$ cat config.mk
export PLATFORM = sky130hd
export DESIGN_NAME = nrisc_fetch_flat
export DESIGN_NICKNAME = d
export VERILOG_FILES = /design/src/rtl/nrisc_pkg.sv /design/src/rtl/nrisc_fetch_if.sv /design/src/rtl/nrisc_fetch_fifo.sv /design/src/rtl/nrisc_fetch.sv /design/src/flat_wrapper.sv
export SDC_FILE = /design/constraint.sdc
export NUM_CORES = 1
export LEC_CHECK = 0
export ABC_AREA = 1
export ABC_CLOCK_PERIOD_IN_PS = 2600
export BUFFER_PORTS_ARGS = -buffer_cell sky130_fd_sc_hd__buf_2
export CAP_MARGIN = 40
export CELL_PAD_IN_SITES_DETAIL_PLACEMENT = 2
export CELL_PAD_IN_SITES_GLOBAL_PLACEMENT = 2
export CORE_MARGIN = 2
export CORE_UTILIZATION = 34
export DETAILED_ROUTE_END_ITERATION = 8
export HOLD_SLACK_MARGIN = 0.1
export PLACE_DENSITY = 0.73
export SETUP_SLACK_MARGIN = 0.4
export SYNTH_ARGS = -nofsm -noshare
export SYNTH_HDL_FRONTEND = slang
export SYNTH_SLANG_ARGS = --single-unit
export TNS_END_PERCENT = 30
$ cat constraint.sdc
create_clock -name clk -period 2.6 [get_ports clk]
set_input_delay 0.13 -clock clk [delete_from_list [all_inputs] [get_ports clk]]
set_output_delay 0.13 -clock clk [all_outputs]
set_load 0.1 [all_outputs]
$ cat src/rtl/nrisc_pkg.sv
// Shared types and constants for the nRISC instruction-fetch stage.
// Memory read latency is fixed by the program memory, not configurable per instance.
package nrisc_pkg;

  localparam int TAM     = 16;
  localparam int IW      = 16;
  localparam int MEM_LAT = 2;

  typedef struct packed {
    logic [IW-1:0]  instr;
    logic [TAM-1:0] pc;
  } fetch_entry_t;

  function automatic logic [TAM-1:0] pc_inc(input logic [TAM-1:0] pc);
    return pc + 1'b1;
  endfunction

endpackage

$ cat src/rtl/nrisc_fetch_if.sv
// Fetch-stage bus: program-memory address/data plus the decode handshake and redirect.
// The master side is the fetch stage; the slave side is memory + decode.
interface nrisc_fetch_if #(
  parameter int TAM = nrisc_pkg::TAM,
  parameter int IW  = nrisc_pkg::IW
);

  logic [TAM-1:0] progADDR;
  logic [IW-1:0]  Instruction;
  logic [IW-1:0]  InstrOut;
  logic [TAM-1:0] InstrPC;
  logic           InstrValid;
  logic           InstrReady;
  logic           Redirect;
  logic [TAM-1:0] RedirectADDR;

  modport master (
    output progADDR, InstrOut, InstrPC, InstrValid,
    input  Instruction, InstrReady, Redirect, RedirectADDR
  );

  modport slave (
    input  progADDR, InstrOut, InstrPC, InstrValid,
    output Instruction, InstrReady, Redirect, RedirectADDR
  );

endinterface

$ cat src/rtl/nrisc_fetch_fifo.sv
// Show-ahead circular FIFO of fetched {instr, pc} entries with synchronous flush.
// The head entry reads as all-zero while the FIFO is empty.
module nrisc_fetch_fifo
  import nrisc_pkg::*;
#(
  parameter int DEPTH = 4
) (
  input  logic                     clk,
  input  logic                     rst,
  input  logic                     flush,
  input  logic                     push,
  input  logic                     pop,
  input  fetch_entry_t             din,
  output fetch_entry_t             dout,
  output logic [$clog2(DEPTH):0]   count,
  output logic                     empty,
  output logic                     full
);

  localparam int PW = $clog2(DEPTH);
  localparam logic [PW:0] DEPTH_C = (PW + 1)'(DEPTH);

  fetch_entry_t  mem [DEPTH];
  logic [PW-1:0] rd_ptr_reg;
  logic [PW-1:0] wr_ptr_reg;
  logic [PW:0]   count_reg;
  logic          do_push;
  logic          do_pop;

  assign empty   = (count_reg == '0);
  assign full    = (count_reg == DEPTH_C);
  assign count   = count_reg;
  assign do_pop  = pop && !empty;
  assign do_push = push && !full;

  // Pointers wrap naturally because DEPTH is a power of two.
  always_ff @(posedge clk) begin
    if (rst || flush) begin
      rd_ptr_reg <= '0;
      wr_ptr_reg <= '0;
      count_reg  <= '0;
    end else begin
      if (do_push) wr_ptr_reg <= wr_ptr_reg + 1'b1;
      if (do_pop)  rd_ptr_reg <= rd_ptr_reg + 1'b1;
      case ({do_push, do_pop})
        2'b10:   count_reg <= count_reg + 1'b1;
        2'b01:   count_reg <= count_reg - 1'b1;
        default: count_reg <= count_reg;
      endcase
    end
  end

  // Storage needs no reset: stale slots are unreachable once the pointers clear.
  always_ff @(posedge clk) begin
    if (do_push) mem[wr_ptr_reg] <= din;
  end

  assign dout = empty ? '0 : mem[rd_ptr_reg];

endmodule

$ cat src/rtl/nrisc_fetch.sv
// Instruction-fetch stage: owns the PC, tracks the fixed-latency memory pipeline
// and buffers returned instructions for decode. TAM/IW must match nrisc_pkg.
module nrisc_fetch #(
  parameter int             TAM     = nrisc_pkg::TAM,
  parameter int             IW      = nrisc_pkg::IW,
  parameter int             DEPTH   = 4,
  parameter logic [TAM-1:0] RST_VEC = '0
) (
  input  logic          clk,
  input  logic          rst,
  nrisc_fetch_if.master bus
);

  import nrisc_pkg::fetch_entry_t;
  import nrisc_pkg::MEM_LAT;
  import nrisc_pkg::pc_inc;

  localparam int CW = $clog2(DEPTH) + 1;
  localparam logic [CW:0] DEPTH_C = (CW + 1)'(DEPTH);

  logic [TAM-1:0]     pc_reg;
  logic [MEM_LAT-1:0] vld;
  logic [TAM-1:0]     tag [MEM_LAT];
  logic [CW:0]        occ;
  logic               issue;

  logic [CW-1:0]      fifo_count;
  logic               fifo_empty;
  logic               fifo_full;
  logic               fifo_push;
  logic               fifo_pop;
  logic [IW-1:0]      instr_in;
  fetch_entry_t       entry_in;
  fetch_entry_t       entry_out;

  // Credit rule: buffered plus in-flight reads never exceed the buffer size,
  // so every read that returns is guaranteed a slot.
  always_comb begin
    occ = {1'b0, fifo_count};
    for (int i = 0; i < MEM_LAT; i++) begin
      occ = occ + {{CW{1'b0}}, vld[i]};
    end
  end

  assign issue = !bus.Redirect && (occ < DEPTH_C);

  always_ff @(posedge clk) begin
    if (rst) begin
      pc_reg <= RST_VEC;
    end else if (bus.Redirect) begin
      pc_reg <= bus.RedirectADDR;
    end else if (issue) begin
      pc_reg <= pc_inc(pc_reg);
    end
  end

  assign bus.progADDR = pc_reg;

  // One stage per memory-latency cycle; the last stage lines up with Instruction.
  genvar gi;
  generate
    for (gi = 0; gi < MEM_LAT; gi++) begin : g_stage
      logic           v_reg;
      logic [TAM-1:0] t_reg;

      if (gi == 0) begin : g_first
        always_ff @(posedge clk) begin
          if (rst || bus.Redirect) begin
            v_reg <= 1'b0;
            t_reg <= '0;
          end else begin
            v_reg <= issue;
            if (issue) t_reg <= pc_reg;
          end
        end
      end else begin : g_next
        always_ff @(posedge clk) begin
          if (rst || bus.Redirect) begin
            v_reg <= 1'b0;
            t_reg <= '0;
          end else begin
            v_reg <= vld[gi-1];
            t_reg <= tag[gi-1];
          end
        end
      end

      assign vld[gi] = v_reg;
      assign tag[gi] = t_reg;
    end
  endgenerate

  assign instr_in  = bus.Instruction;
  assign entry_in  = '{instr: instr_in, pc: tag[MEM_LAT-1]};
  assign fifo_push = vld[MEM_LAT-1];
  assign fifo_pop  = bus.InstrValid && bus.InstrReady;

  nrisc_fetch_fifo #(
    .DEPTH (DEPTH)
  ) u_fifo (
    .clk   (clk),
    .rst   (rst),
    .flush (bus.Redirect),
    .push  (fifo_push),
    .pop   (fifo_pop),
    .din   (entry_in),
    .dout  (entry_out),
    .count (fifo_count),
    .empty (fifo_empty),
    .full  (fifo_full)
  );

  assign bus.InstrValid = !fifo_empty;
  assign bus.InstrOut   = entry_out.instr;
  assign bus.InstrPC    = entry_out.pc;

  always_ff @(posedge clk) begin
    if (!rst && !bus.Redirect) begin
      assert (!(fifo_push && fifo_full));
    end
  end

endmodule
$ cat src/flat_wrapper.sv
// flat-port wrapper written by rule: the top's interface ports become plain ports
module nrisc_fetch_flat import nrisc_pkg::fetch_entry_t; import nrisc_pkg::MEM_LAT; import nrisc_pkg::pc_inc;
#(
  parameter int             TAM     = nrisc_pkg::TAM,
  parameter int             IW      = nrisc_pkg::IW,
  parameter int             DEPTH   = 4,
  parameter logic [TAM-1:0] RST_VEC = '0
)
  (clk, rst, bus_progADDR, bus_InstrOut, bus_InstrPC, bus_InstrValid, bus_Instruction, bus_InstrReady, bus_Redirect, bus_RedirectADDR);
  nrisc_fetch_if #(.TAM(TAM), .IW(IW)) bus_i ();
  input  logic clk;
  input  logic rst;
  output wire logic [$bits(bus_i.progADDR)-1:0] bus_progADDR;
  output wire logic [$bits(bus_i.InstrOut)-1:0] bus_InstrOut;
  output wire logic [$bits(bus_i.InstrPC)-1:0] bus_InstrPC;
  output wire logic [$bits(bus_i.InstrValid)-1:0] bus_InstrValid;
  input wire logic [$bits(bus_i.Instruction)-1:0] bus_Instruction;
  input wire logic [$bits(bus_i.InstrReady)-1:0] bus_InstrReady;
  input wire logic [$bits(bus_i.Redirect)-1:0] bus_Redirect;
  input wire logic [$bits(bus_i.RedirectADDR)-1:0] bus_RedirectADDR;
  assign bus_progADDR = bus_i.progADDR;
  assign bus_InstrOut = bus_i.InstrOut;
  assign bus_InstrPC = bus_i.InstrPC;
  assign bus_InstrValid = bus_i.InstrValid;
  assign bus_i.Instruction = bus_Instruction;
  assign bus_i.InstrReady = bus_InstrReady;
  assign bus_i.Redirect = bus_Redirect;
  assign bus_i.RedirectADDR = bus_RedirectADDR;
  nrisc_fetch #(.TAM(TAM), .IW(IW), .DEPTH(DEPTH), .RST_VEC(RST_VEC)) u_core (.clk(clk), .rst(rst), .bus(bus_i));
endmodule
* Yosys cells after proc, flatten, opt, wreduce, memory -nomap -nowiden
Memory sizes are Yosys's and may differ from the RTL's. A register that Yosys moved wholly into a read port is not among the register bits. Cells that the tools add are included. Widths: inputs -> output; s select.
Word-level totals: bits in registers 57, memories kept 1, logic and storage cells 39, output and inout port bits 49, bits in writable memories 128, input port bits 36
Memories:
- u_core.u_fifo.mem | depth 4, bits a word 32, rd ports 1, clocked after Yosys merged registers in 1, write ports 1, RTL line nrisc_fetch_fifo.sv:23 | fetch_entry_t mem [DEPTH];
Cells by class: reductions and logical operators 11, mux-type cells 8, equality and inequality tests 3, $add $sub $neg 7, $lt $le $gt $ge 1
Operators by type and width (number):
- $mux 16 | 2
- $mux 32 | 1
- $add 16x1->16 const B | 1
- $pmux 3 s2 | 1
- $add 2x1->2 const B | 2
- $add 3x1->4 | 1
- $add 4x1->4 | 1
- $logic_and 1x1->1 | 4
- $lt 4x3->1 const B | 1
- $mux 2 | 2
- $reduce_bool 2->1 | 2
- $add 3x1->3 const B | 1
- $eq 3x3->1 const B | 1
- $logic_not 1->1 | 3
- $logic_not 3->1 | 1
- $sub 3x1->3 const B | 1
- $eq 2x1->1 const B | 1
- $eq 2x2->1 const B | 1
- $mux 1 | 2
- $logic_or 1x1->1 | 1

* Logic depth before layout (Yosys ltp)
word-level depth 6, gate-level depth with buffers 9, depth with buffers taken out 9

* Hierarchy
A second synthesis with hierarchy kept.
Second synthesis, totals: cell total of the unflattened synthesis 748, area total of the unflattened synthesis 7723.7 sq um
Modules (own cells, without submodules):
- nrisc_fetch_fifo | times used 1, sequential area each 4023.9 sq um, cells each 449, area each 5516.5 sq um
- nrisc_fetch | times used 1, sequential area each 1001.0 sq um, cells each 299, area each 2207.1 sq um

* Worst setup path after synthesis
Ideal clock, no wire load.
kind register to output, start reg (tool-made name), end out bus_InstrOut[10], data required time 2.470 ns, buffers on the path 2, path slack 0.115 ns, cell stages (with the launch flop) 7, arrival 2.355 ns, cells stage by stage dfxtp_1 -> buf_2 -> buf_2 -> nor2_1 -> nor2_1 -> o21ai_0 -> a21oi_1
RTL lines:
- end, declared | RTL line flat_wrapper.sv:14 | output wire logic [$bits(bus_i.InstrOut)-1:0] bus_InstrOut;

==> flow_summary.ini <==
[critical_path]
required_ns = 2.47
rrSetupSlack_ns = 0.46
endpoint_kind = primary output
rr_worst_depth = 9
r2r-start = u_core.u_fifo.count[0]$_SDFFE_PP0P_
worst_ep_arrival_time_ns = 2.08
cpPeakStageDelay_ns = 0.39
crit_fanout = 64
path_cells = buf_12 > nor2_1 > nor2_1 > o21ai_0 > a21oi_1 > buf_12
crit_slowest_cell = dfxtp_2
crit_path_start_kind = register
critical_path_class = register to primary output
r2r_end = u_core.bus.progADDR[8]$_SDFFE_PP0P_

[power]
power_density_nw_per_um2 = 659
p_leak_nw = 3.70
power_mw = 6.51
ir_drop_mv = 0.421

[synthesis]
synth.cell_area_um2 = 7530
ys_async_sr_fraction = 0
synth_simple_gate_area_frac = 0.142
synth_fp_nets = 761
synth_compound_area_frac = 0.113
yosys_warnings = 0
synthAdderAreaFrac = 0.0143
synth_top_family_by_area = simple AND/OR/NAND/NOR gates
ys_seq_area_frac = 0.667
synth_cells = 717
ys_seq_elements = 187
ys.flop_type = edfxtp_1
synth_edf_count = 128
synth_xor_area_frac = 0.00698
synthDistinctLibCells = 38
synthMuxAreaShare = 0.00133
syn_avg_cell_area_um2 = 10.5

[floorplanning]
die_w_um = 153
initial_core_util = 0.346
chipHeight_um = 153
die_area_um2 = 23400
coreArea_um2 = 21800
row_count = 54
io_pins = 85

[min_path]
whs_endpoint = u_core.bus.progADDR[15]$_SDFFE_PP0P_
hold_depth = 5
min_from = bus_RedirectADDR[15]
hold_path.class = input port to register

[sta]
fin_crit_sh = 0.849
maxSlewViolCount = 0
rsz0062_at_grt = true
tns_ns = 0
hold_viol = 0
tightest_slew_ns = 0.534
post-route-min-period_ns = 2.21
finalClockSkew_ns = 0.0117
fmax_ghz = 0.453
setup_viol = 0
max_slew_margin = 0.644

[grt]
antenna_found_initial = 0
grt_max_degree = 65
grt_util_all_layers = 0.196
gr-total-overflow = 0
grt_pass1_wl_um = 35600
grt_pass1_vias = 6265

[clock_tree]
cts_sinks = 187
cts_buffers = 17
cts_max_level = 4
cts_buffer_depth = 2
root_buffer = clkbuf_16
clk_latency_ns = 0.43
cts_tree = done
clkTransAtPathRegs_ns = 0.07

[drt]
first_pass_iters = 4
drtIter0Drc = 237
num_vias = 5618
drc = 0
routedWlPerCell_um = 19.9
drt-total-wl_um = 22500
vias_per_cell = 4.96
detail-route-antenna-nets = 0

[finish]
fillers = 2243
layout_common_cells = nor2_1 (170), edfxtp_1 (128), o21ai_0 (79)
largest_reg_flops = 128
syn_to_final_growth_pct = 31.0
drive_above_1_share = 0.229
fin_nets = 883
final_common_cell = nor2_1
num_antenna_cells = 0

[status]
status = completed

[placed_design]
gp_congestion = 0.784
post-dp-hpwl_um = 13400
port_buffers = 84

[flow_run]
maxCapViolations = 0
## metal layers
layer  up-vias  wire length (um)  global-route usage
li1       2657                 -                   -
met1      2829              9590               0.234
met2       105             12100               0.366
met4         0               299              0.0529
met3        27               554              0.0298
met5         -                 0                   0
## per-stage QoR
| stage | instance area (um2) | util | worst slack, ns | hold slack (ns) | std cells |
|---|---|---|---|---|---|
| after detailed placement | 8830 | 0.406 | 0.388 | 0.358 | 1060 |
| after global routing | 9870 | 0.454 | 0.295 | 0.161 | 1132 |
| after floorplan | 7630 | - | 0.115 | 0.229 | 717 |
| after CTS | 9780 | 0.449 | 0.366 | 0.115 | 1124 |
| final | 9870 | 0.454 | 0.392 | 0.133 | 1132 |
| after global placement | 8830 | 0.406 | 0.580 | 0.346 | 1060 |
## logic make-up after synthesis
family,after synthesis
buf+inv,100
flops,187
compound gates,156
mux,1
xor+xnor,6
fa+ha+maj,8
simple gates,259
## how the worst max path moves through the flow
stage | to | slack (ns) | cells past startpoint
2_1_floorplan | bus_InstrPC[11] | 0.12 | 6
3_3_place_gp | bus_InstrPC[2] | 0.58 | 5
3_5_place_dp | bus_InstrOut[0] | 0.39 | 5
4_1_cts | bus_InstrPC[11] | 0.37 | 6
5_1_grt | bus_InstrOut[15] | 0.30 | 6
6_report | bus_InstrPC[11] | 0.39 | 6
## critical path: cells and delay by family, from the launching register on
kind                   cells  cell delay [ns]
DFF                        1             0.39
buffers and inverters      2             0.52
and+or+nand+nor            2             0.20
AOI/OAI and AO/OA          2             0.47
## power by group
part / switching [mW] / internal [mW] / leakage (nW)
clock network: 1.15 / 1.52 / 0.283
registers: 0.0513 / 3.22 / 1.64
logic: 0.408 / 0.170 / 1.77
## layout make-up
cell class	count	area (um2)	area share
Sequential cell	187	5030	0.510
Multi-Input combinational cell	431	2240	0.227
Timing Repair Buffer	133	1380	0.140
Clock buffer	18	429	0.0435
Tap cell	280	350	0.0355
Inverter	69	264	0.0267
Clock inverter	14	168	0.0170
## synthesized netlist by cell type (6+ instances only)
library cell	instances	area, um2
a21oi_1	48	240
buf_2	11	55.1
clkbuf_1	13	48.8
dfxtp_1	59	1180
edfxtp_1	128	3840
ha_1	7	87.6
inv_1	64	240
nand2_1	57	214
nand3_1	12	60.1
nor2_1	175	657
o21ai_0	79	395
o21ai_1	6	30.0
o22ai_1	15	93.8
## timing repair
item                                   4_1_cts  5_1_grt
hold buffers                                32        0
endpoints found under the hold margin       80        0
resized for setup                            9       11
buffers inserted                             0        7
setup endpoints to repair                   34       10
pin swaps                                    0        3
cloned                                       0        1
Power figures use the tool's default switching activity.
